$ cat src/rtl/trng_ehr_collector_pkg.sv
// Shared widths, EHR geometry and VNC state encoding for the TRNG EHR collector.
// Build option: define TRNG_EHR_192_EN for a 6-word (192-bit) EHR instead of 4 words (128-bit).
package trng_ehr_collector_pkg;

    localparam int SAMPLE_CNT_W = 24;
    localparam int WORD_W       = 32;

`ifdef TRNG_EHR_192_EN
    localparam int EHR_WORDS    = 6;
`else
    localparam int EHR_WORDS    = 4;
`endif

    localparam int EHR_BITS     = WORD_W * EHR_WORDS;
    localparam int BITS_CNT_W   = 8;
    localparam int WORD_SHIFT   = $clog2(WORD_W);
    // Width of the word-index part of bits_cnt
    localparam int PK_W         = BITS_CNT_W - WORD_SHIFT;
    localparam int IDX_W        = 3;

    typedef enum logic {
        VNC_IDLE       = 1'b0,
        VNC_HAVE_FIRST = 1'b1
    } vnc_state_t;

endpackage

$ cat src/rtl/trng_ehr_collector_vnc.sv
// Von Neumann corrector: pairs raw samples, emits the first bit of each unequal pair.
// In bypass every sample is emitted directly and the pairing state is dropped.
module trng_vnc
    import trng_ehr_collector_pkg::*;
(
    input  logic rng_clk,
    input  logic rst,
    input  logic sample_in,
    input  logic sample_vld,
    input  logic bypass,
    input  logic flush,
    output logic bit_out,
    output logic bit_vld
);

    vnc_state_t state_reg, state_next;
    logic       first_reg, first_next;

    always_ff @(posedge rng_clk) begin
        if (rst || flush) begin
            state_reg <= VNC_IDLE;
            first_reg <= 1'b0;
        end else begin
            state_reg <= state_next;
            first_reg <= first_next;
        end
    end

    always_comb begin
        state_next = state_reg;
        first_next = first_reg;
        bit_out    = 1'b0;
        bit_vld    = 1'b0;
        if (sample_vld) begin
            if (bypass) begin
                state_next = VNC_IDLE;
                bit_out    = sample_in;
                bit_vld    = 1'b1;
            end else begin
                case (state_reg)
                    VNC_IDLE: begin
                        first_next = sample_in;
                        state_next = VNC_HAVE_FIRST;
                    end
                    VNC_HAVE_FIRST: begin
                        state_next = VNC_IDLE;
                        bit_out    = first_reg;
                        bit_vld    = (first_reg != sample_in);
                    end
                    default: state_next = VNC_IDLE;
                endcase
            end
        end
    end

endmodule

$ cat src/rtl/trng_ehr_collector.sv
// Samples the raw entropy source, runs it through the VNC and packs corrected bits into the EHR.
// EHR size follows TRNG_EHR_192_EN (see trng_ehr_collector_pkg).
module trng_ehr_collector
    import trng_ehr_collector_pkg::*;
(
    input  logic                    rng_clk,
    input  logic                    rst,
    input  logic                    rnd_src_bit,
    input  logic                    rnd_src_en,
    input  logic [SAMPLE_CNT_W-1:0] sample_cnt1,
    input  logic                    vnc_bypass,
    input  logic                    rst_trng_logic,
    input  logic                    prng_trng_ehr_rd,
    input  logic                    cpu_ehr_rd,
    input  logic                    cpu_ehr_wr,
    input  logic [IDX_W-1:0]        cpu_ehr_idx,
    input  logic [WORD_W-1:0]       cpu_wdata,
    output logic                    ehr_valid,
    output logic                    ehr_full,
    output logic [WORD_W-1:0]       ehr_rdata,
    output logic [EHR_BITS-1:0]     ehr_data,
    output logic [BITS_CNT_W-1:0]   bits_cnt
);

    logic [SAMPLE_CNT_W-1:0] samp_cnt_reg;
    logic [BITS_CNT_W-1:0]   bits_cnt_reg;
    logic                    ehr_full_reg;
    logic                    ehr_valid_reg;

    logic flush;
    logic collect_en;
    logic sample_vld;
    logic vnc_bit_out;
    logic vnc_bit_vld;
    logic last_bit;
    logic release_req;
    logic [PK_W-1:0]       pk_word;
    logic [WORD_SHIFT-1:0] pk_bit;

    assign flush       = rst | rst_trng_logic;
    // A full EHR freezes both the sampling counter and the VNC so no bit is dropped
    assign collect_en  = rnd_src_en & ~ehr_full_reg;
    assign sample_vld  = collect_en & (samp_cnt_reg == '0);
    assign last_bit    = vnc_bit_vld & (bits_cnt_reg == BITS_CNT_W'(EHR_BITS - 1));
    assign release_req = prng_trng_ehr_rd
                       | (cpu_ehr_rd & (cpu_ehr_idx == IDX_W'(EHR_WORDS - 1)));
    assign pk_word     = bits_cnt_reg[BITS_CNT_W-1:WORD_SHIFT];
    assign pk_bit      = bits_cnt_reg[WORD_SHIFT-1:0];

    always_ff @(posedge rng_clk) begin
        if (flush) begin
            samp_cnt_reg <= '0;
        end else if (collect_en) begin
            samp_cnt_reg <= (samp_cnt_reg == '0) ? sample_cnt1
                                                 : samp_cnt_reg - SAMPLE_CNT_W'(1);
        end
    end

    trng_vnc u_vnc (
        .rng_clk    (rng_clk),
        .rst        (rst),
        .sample_in  (rnd_src_bit),
        .sample_vld (sample_vld),
        .bypass     (vnc_bypass),
        .flush      (rst_trng_logic),
        .bit_out    (vnc_bit_out),
        .bit_vld    (vnc_bit_vld)
    );

    always_ff @(posedge rng_clk) begin
        if (flush) begin
            bits_cnt_reg  <= '0;
            ehr_full_reg  <= 1'b0;
            ehr_valid_reg <= 1'b0;
        end else begin
            ehr_valid_reg <= last_bit;
            if (vnc_bit_vld) begin
                bits_cnt_reg <= last_bit ? '0 : bits_cnt_reg + BITS_CNT_W'(1);
            end
            if (last_bit) begin
                ehr_full_reg <= 1'b1;
            end else if (ehr_full_reg && release_req) begin
                ehr_full_reg <= 1'b0;
            end
        end
    end

    generate
        for (genvar gi = 0; gi < EHR_WORDS; gi++) begin : g_word
            logic [WORD_W-1:0] word_reg;
            logic              hit_wr;
            logic              hit_bit;

            assign hit_wr  = cpu_ehr_wr & (cpu_ehr_idx == IDX_W'(gi));
            assign hit_bit = vnc_bit_vld & (pk_word == PK_W'(gi));

            // A debug write replaces the whole word, including a packer bit landing this cycle
            always_ff @(posedge rng_clk) begin
                if (flush) begin
                    word_reg <= '0;
                end else if (hit_wr) begin
                    word_reg <= cpu_wdata;
                end else if (hit_bit) begin
                    word_reg[pk_bit] <= vnc_bit_out;
                end
            end

            assign ehr_data[gi*WORD_W +: WORD_W] = word_reg;
        end
    endgenerate

    always_comb begin
        ehr_rdata = '0;
        for (int i = 0; i < EHR_WORDS; i++) begin
            if (cpu_ehr_idx == IDX_W'(i)) begin
                ehr_rdata = ehr_data[i*WORD_W +: WORD_W];
            end
        end
    end

    assign ehr_valid = ehr_valid_reg;
    assign ehr_full  = ehr_full_reg;
    assign bits_cnt  = bits_cnt_reg;

endmodule

$ cat config.mk
export PLATFORM = sky130hd
export DESIGN_NAME = trng_ehr_collector
export DESIGN_NICKNAME = d
export VERILOG_FILES = /design/src/rtl/trng_ehr_collector_pkg.sv /design/src/rtl/trng_ehr_collector_vnc.sv /design/src/rtl/trng_ehr_collector.sv
export SDC_FILE = /design/constraint.sdc
export NUM_CORES = 1
export LEC_CHECK = 0
export BUFFER_PORTS_ARGS = -buffer_cell sky130_fd_sc_hd__buf_2
export CORE_MARGIN = 5
export CORE_UTILIZATION = 25
export CTS_CLUSTER_DIAMETER = 80
export DETAILED_ROUTE_END_ITERATION = 16
export SLEW_MARGIN = 20
export SYNTH_ARGS = -nofsm -noshare
export SYNTH_HDL_FRONTEND = slang
export SYNTH_HIERARCHICAL = 1
export SYNTH_SLANG_ARGS = --single-unit
$ cat constraint.sdc
create_clock -name rng_clk -period 4.25 [get_ports rng_clk]
set_input_delay 0.425 -clock rng_clk [delete_from_list [all_inputs] [get_ports rng_clk]]
set_output_delay 0.425 -clock rng_clk [all_outputs]
set_load 0.02 [all_outputs]
==> results of run 1 <==
worst max-delay path: stages (launching register included):
cell	delay [ns]
dfxtp_1	0.38
nor4_2	0.58
and4_1	0.28
nand4_1	0.16
nor2_1	0.28
nand2_1	0.08
o21ai_0	0.18
buf_4	0.18
nand2b_1	0.20
or3b_2	0.81
nor2_1	0.19
nand2_1	0.06
a311oi_1	0.30
layer usage:
layer  track usage, %  share of wire [%]
met5                0              0.055
met4             5.00                1.8
met3             3.99                7.8
met2             28.5                 46
met1             24.4                 44
power groups by stage:
stage | sequential [µW] | combinational [µW] | clock [µW]
floorplan | 1700 | 803 | 0
global placement | 1700 | 1110 | 0
detailed placement | 1700 | 1130 | 0
CTS | 1670 | 1130 | 1660
global route | 1680 | 1240 | 1720
finish | 1670 | 1140 | 1620
per-stage QoR:
stage	utilization, %	instance area [µm²]	setup slack (ns)	hold slack (ns)	power, µW
after floorplan	-	9290	0.792	0.464	2500
after global routing	31.4	11500	0.0737	0.236	4640
after global placement	29.7	10900	0.652	0.484	2810
final	31.4	11500	0.441	0.260	4440
after CTS	31.3	11500	0.427	0.227	4460
after detailed placement	29.7	10900	0.499	0.485	2830
how the worst max path moves through the flow:
stage	startpoint	end	slack, ns	depth (start not counted)
floorplan	samp_cnt_reg[9]$_SDFFE_PP0P_	g_word[2].word_reg[25]$_SDFFE_PP0P_	0.79	14
finish	samp_cnt_reg[6]$_SDFFE_PP0P_	g_word[1].word_reg[12]$_SDFFE_PP0P_	0.44	12
global placement	samp_cnt_reg[6]$_SDFFE_PP0P_	g_word[0].word_reg[15]$_SDFFE_PP0P_	0.65	12
detailed placement	samp_cnt_reg[6]$_SDFFE_PP0P_	g_word[0].word_reg[29]$_SDFFE_PP0P_	0.50	12
CTS	samp_cnt_reg[6]$_SDFFE_PP0P_	g_word[0].word_reg[14]$_SDFFE_PP0P_	0.43	12
global route	samp_cnt_reg[6]$_SDFFE_PP0P_	g_word[2].word_reg[14]$_SDFFE_PP0P_	0.07	12
synth_stat cells, drive strengths merged, types with 3 or more instances:
cell type,number
nand2b,9
mux2,7
a22oi,47
nor3b,8
a32o,4
and3,4
mux4,9
or2,5
ha,6
xor2,3
mux2i,10
nand4,7
dfxtp,164
or4,4
a211oi,3
nand2,248
a31oi,3
nor4,10
inv,7
a311oi,127
clkbuf,102
or3,6
xnor2,3
a21oi,9
nand3b,6
nand3,88
nor2,235
o22ai,5
o21ai,82
nor2b,15
nor3,10
buf,9
logic make-up after synthesis:
logic type	after synthesis	synth area share [%]
xor gates and xnor gates	6	0.566
and+or+nand+nor	660	30.9
muxes	26	4.11
AOI/OAI and AO/OA	294	23.2
DFF	164	35.3
buffers and inverters	119	5.12
adders and majority gates	6	0.808
cell type report:
type | count | area, µm²
Multi-Input combinational cell | 992 | 5590
Clock buffer | 22 | 474
Antenna cell | 7 | 17.5
Clock inverter | 10 | 124
Sequential cell | 164 | 3280
Tap cell | 468 | 586
Fill cell | 3960 | 25100
Timing Repair Buffer | 263 | 1390
Inverter | 7 | 26.3
==> results.json, run 1 <==
{
  "fp.dieH_um": 203,
  "synth_edf_count": 0,
  "grt_max_degree": 129,
  "largest_reg_flops": 128,
  "ir_worst_vdd_mv": 0.249,
  "setup_viol": 0,
  "yosysTopAreaCell": "dfxtp_1",
  "dieArea_mm2": 0.0411,
  "synth.distinct_cells": 59,
  "p_per_area_mw_per_mm2": 386,
  "max_cap_viol_count": 0,
  "layout-drive-gt1-share_pct": 22.8,
  "grt.total_usage_pct": 17.9,
  "path_max_fanout": 32,
  "path_class": "reg -> reg",
  "status": "completed",
  "gp_congestion": 0.873,
  "gr-total-overflow": 0,
  "seq_power_share_pct": 37.7,
  "die_w_um": 203,
  "cts_hold_buffers": 0,
  "synth_fp_nets": 1349,
  "fin_nets": 1519,
  "area_growth_pct": 23.7,
  "holdPathStages": 3,
  "drtAntennaViolNets": 0,
  "numPlacedInstances": 1894,
  "yosys_warnings": 6,
  "synth.area.top_cells": "dfxtp_1 35%, a311oi_1 12%, nand2_1 10%, nor2_1 9.5%, nand3_1 4.7%",
  "pwr-share-comb_pct": 25.8,
  "clock_power_share_pct": 36.5,
  "syn_avg_cell_area_um2": 7.29,
  "min_path_type": "in -> reg",
  "grt_pass1_wl_mm": 58.3,
  "worst_pin_slew_ns": 0.947,
  "worstPathArrival_ns": 4.15,
  "synth_ff_type": "dfxtp_1",
  "cts_htree_levels": 4,
  "rsz0062_at_grt": "no",
  "num_rows": 70,
  "vias_per_cell": 5.40,
  "power_switching_uw": 1500,
  "swShare_pct": 33.7,
  "fin_crit_sh_pct": 89.6,
  "min-delay-start": "sample_cnt1[15]",
  "reg2reg_depth": 12,
  "synth.cell_area_mm2": 0.00929,
  "cp.required_ns": 4.59,
  "yosys_register_bits": 164,
  "rrSetupSlack_ns": 0.44,
  "port_buffers": 237,
  "max_slew_margin_pct": 36.8,
  "ctsResizeCount": 0,
  "cts_sinks": 164,
  "rr_startpoint": "samp_cnt_reg[6]$_SDFFE_PP0P_",
  "fin_cells": 1933,
  "clock_latency_ns": 0.43,
  "async_flop_share_pct": 0,
  "final_cell_mix": "244 x nand2_1, 237 x buf_2, 234 x nor2_1",
  "p_int_uw": 2940,
  "tns_ns": 0,
  "initial_core_util_pct": 25.4,
  "max_freq_mhz": 263,
  "drtPass1Iterations": 7,
  "drc": 0,
  "root_buffer": "clkbuf_16",
  "routed_wl_mm": 38.2,
  "seq_area_frac_synth_pct": 35.3,
  "fin_skew_ns": 0.0122,
  "critPathCaptureType": "register",
  "wl_per_cell_um": 19.8,
  "r2r_end": "g_word[1].word_reg[12]$_SDFFE_PP0P_",
  "maxSlewViolCount": 0,
  "final.min_clock_period_ns": 3.81,
  "final_common_cell": "nand2_1",
  "post-cts-setup-buffers": 0,
  "leakagePower_uw": 0.00428,
  "coreArea_mm2": 0.0366,
  "cts_tree": "done",
  "clk_pin_slew_ns": 0.07,
  "synth_top_area_share_pct": 35.3,
  "hold_viol": 0,
  "grt_antenna_before_repair": 4,
  "min_delay_worst_endpoint": "samp_cnt_reg[15]$_SDFFE_PP0P_",
  "first_iter_violations": 756,
  "cts_buffers": 17,
  "num_vias": 10439,
  "cts_max_path_buffers": 2,
  "netlist_instances": 1275,
  "num_io_pins": 238,
  "grt_pass1_vias": 9567,
  "critPathLaunchType": "register",
  "hpwl_mm": 25.8
}
Power figures use the tool's default switching activity.
==> run 2, diff against run 1 <==
--- a/config.mk
+++ b/config.mk
@@ -5,6 +5,7 @@
 export SDC_FILE = /design/constraint.sdc
 export NUM_CORES = 1
 export LEC_CHECK = 0
+export ABC_AREA = 1
 export BUFFER_PORTS_ARGS = -buffer_cell sky130_fd_sc_hd__buf_2
 export CORE_MARGIN = 5
 export CORE_UTILIZATION = 25
==> run 2 against run 1 <==
Against the previous run: non-clock buffer count down 7; via count up 6.8%; combinational power up 32%; core utilization down 0.45 points; final area up 0.47%; setup slack better by 0.29 ns; critical endpoint is now g_word[1].word_reg[29]$_SDFFE_PP0P_; largest power group unchanged; highest routed layer unchanged.
==> results.json, run 2 <==
{
  "final_common_cell": "nand2_1",
  "crit_chain": "inv_1, ha_1, nand3_1, nor2_1, nand3_1, nor2_1, o21ai_1, a21oi_1, nand2_2, nor3_4, buf_4, inv_1, nor2_1, o21ai_0, a21oi_1",
  "fp.dieH_um": 204,
  "coreArea_mm2": 0.0373,
  "synth_top_area_share_pct": 35.0,
  "rrSetupSlack_ns": 0.73,
  "grt_pass1_wl_mm": 61.3,
  "reg2reg_depth": 15,
  "async_flop_share_pct": 0,
  "yosys_register_bits": 164,
  "status": "completed",
  "first_iter_violations": 940,
  "cts_tree": "done",
  "cts_buffers": 17,
  "path_max_fanout": 11,
  "layout-drive-gt1-share_pct": 18.8,
  "final_cell_mix": "292 x nand2_1, 237 x buf_2, 235 x nor2_1",
  "top_layer": "met5",
  "synth.cell_area_mm2": 0.00937,
  "r2r_end": "g_word[1].word_reg[29]$_SDFFE_PP0P_",
  "max_cap_viol_count": 0,
  "yosysTopAreaCell": "dfxtp_1",
  "critPathLaunchType": "register",
  "fin_util_pct": 30.9,
  "synth_edf_count": 0,
  "drtAntennaViolNets": 0,
  "grt_antenna_before_repair": 6,
  "drt-met1-wl_mm": 17.2,
  "worst_pin_slew_ns": 1.09,
  "critPathCaptureType": "register",
  "hold_viol": 0,
  "yosys_warnings": 6,
  "gp_congestion": 0.873,
  "die_w_um": 204,
  "max_slew_margin_pct": 27.3,
  "fin_crit_sh_pct": 82.9,
  "ctsResizeCount": 0,
  "num_io_pins": 238,
  "cts_sinks": 164,
  "worstPathArrival_ns": 3.89,
  "initial_core_util_pct": 25.1,
  "setup_viol": 0,
  "wl_per_cell_um": 18.8,
  "slowest_delay_ns": 0.49,
  "root_buffer": "clkbuf_16",
  "netlist_instances": 1468,
  "met3WireLength_mm": 3.34,
  "seq_area_frac_synth_pct": 35.0,
  "fin_skew_ns": 0.0149,
  "port_buffers": 237,
  "cp_slowest_cell": "nor3_4",
  "nFillCells": 4150,
  "min_path_type": "in -> reg",
  "drtPass1Iterations": 5,
  "clock_latency_ns": 0.44,
  "dieArea_mm2": 0.0415,
  "num_vias": 11151,
  "grt.total_usage_pct": 18.8,
  "largest_reg_flops": 128,
  "gr-total-overflow": 0,
  "grt_max_degree": 101,
  "fin_nets": 1728,
  "synth_commonest_cells": "293 x nand2_1, 237 x nor2_1, 164 x dfxtp_1, 164 x o21ai_0, 147 x a21oi_1",
  "cts_hold_buffers": 0,
  "clk_pin_slew_ns": 0.08,
  "synth_most_common_cell": "nand2_1",
  "ir_worst_vdd_mv": 0.289,
  "rr_startpoint": "samp_cnt_reg[0]$_SDFFE_PP0P_",
  "cts_max_path_buffers": 2,
  "max_freq_mhz": 284,
  "cp.required_ns": 4.62,
  "area_growth_pct": 23.2,
  "num_rows": 71,
  "cts_htree_levels": 4,
  "path_class": "reg -> reg",
  "final.min_clock_period_ns": 3.52,
  "vias_per_cell": 5.21,
  "worstSetupStartpoint": "samp_cnt_reg[0]$_SDFFE_PP0P_",
  "tns_ns": 0,
  "grt_pass1_vias": 10420,
  "synth.distinct_cells": 38,
  "maxSlewViolCount": 0,
  "p_per_area_mw_per_mm2": 419,
  "post-cts-setup-buffers": 0,
  "syn_avg_cell_area_um2": 6.38,
  "synth_fp_nets": 1542,
  "routed_wl_mm": 40.2,
  "diodes": 0,
  "critPathCapture": "g_word[1].word_reg[29]$_SDFFE_PP0P_",
  "leakagePower_uw": 0.00482,
  "wl_met2_mm": 18.7,
  "crit_top_cell": "nor2_1",
  "hpwl_mm": 28.3,
  "synth.area.top_cells": "dfxtp_1 35%, nand2_1 12%, nor2_1 9.5%, o21ai_0 8.8%, a21oi_1 7.9%",
  "rsz0062_at_grt": "no",
  "drc": 0,
  "synth_ff_type": "dfxtp_1"
}
run 2: layout make-up:
class	count	area, µm²	share of cell area, %
multi-input cells	1120	5370	46.5
flip-flops and latches	164	3280	28.4
repair buffers	256	1330	11.5
well taps	474	593	5.14
clock buffers	18	439	3.80
inverters	95	360	3.12
clock inverters	14	175	1.52
run 2: through the flow:
| stage | hold slack [ns] | std cells | cell area, µm² | worst slack [ns] | total power [µW] |
|---|---|---|---|---|---|
| final | 0.250 | 2141 | 11500 | 0.728 | 4830 |
| after global routing | 0.253 | 2141 | 11500 | 0.380 | 5150 |
| after CTS | 0.232 | 2141 | 11500 | 0.759 | 4850 |
| after detailed placement | 0.498 | 2109 | 10900 | 0.781 | 3190 |
| after global placement | 0.489 | 2109 | 10900 | 0.936 | 3180 |
| after floorplan | 0.468 | 1468 | 9370 | 1.39 | 2780 |
run 2: how the worst min path moves through the flow:
stage          cells past startpoint                      endpoint  slack, ns                          from
3_5_place_dp                       2         ehr_full$_SDFFE_PP0P_       0.50         ehr_full$_SDFFE_PP0P_
2_1_floorplan                      2  samp_cnt_reg[6]$_SDFFE_PP0P_       0.47  samp_cnt_reg[6]$_SDFFE_PP0P_
6_report                           3         ehr_full$_SDFFE_PP0P_       0.25              prng_trng_ehr_rd
4_1_cts                            3         ehr_full$_SDFFE_PP0P_       0.23              prng_trng_ehr_rd
5_1_grt                            3         ehr_full$_SDFFE_PP0P_       0.25              prng_trng_ehr_rd
3_3_place_gp                       2         ehr_full$_SDFFE_PP0P_       0.49         ehr_full$_SDFFE_PP0P_
run 2: report_power, final:
group,total [µW],internal [µW],switching (µW)
Combinational,1500,462,1030
Sequential,1680,1600,76.0
Clock,1660,868,791
Total,4830,2930,1900
run 2: cells by family (layout without fill, tap and decap cells):
logic type	Yosys count	count (layout)	share of synthesized area, %
flip-flops	164	164	35.0
AND/OR/NAND/NOR	678	678	30.2
buffers and inverters	184	383	8.00
adder cells (fa/ha/maj)	6	6	0.801
AO/OA/AOI/OAI	436	436	26.0
run 2: critical path: cells and delay by family (launching register included):
| kind | cells | cell delay (ns) |
|---|---|---|
| and+or+nand+nor | 7 | 1.50 |
| buffers and inverters | 3 | 0.59 |
| adders and majority gates | 1 | 0.20 |
| AOI/OAI and AO/OA | 4 | 0.83 |
| DFF | 1 | 0.33 |
run 2: per-layer routing:
metal  vias up  track usage (%)
met5         -                0
met4        12             5.61
met1      5205             24.9
met2       507             30.5
met3        70             4.21
li1       5357                -
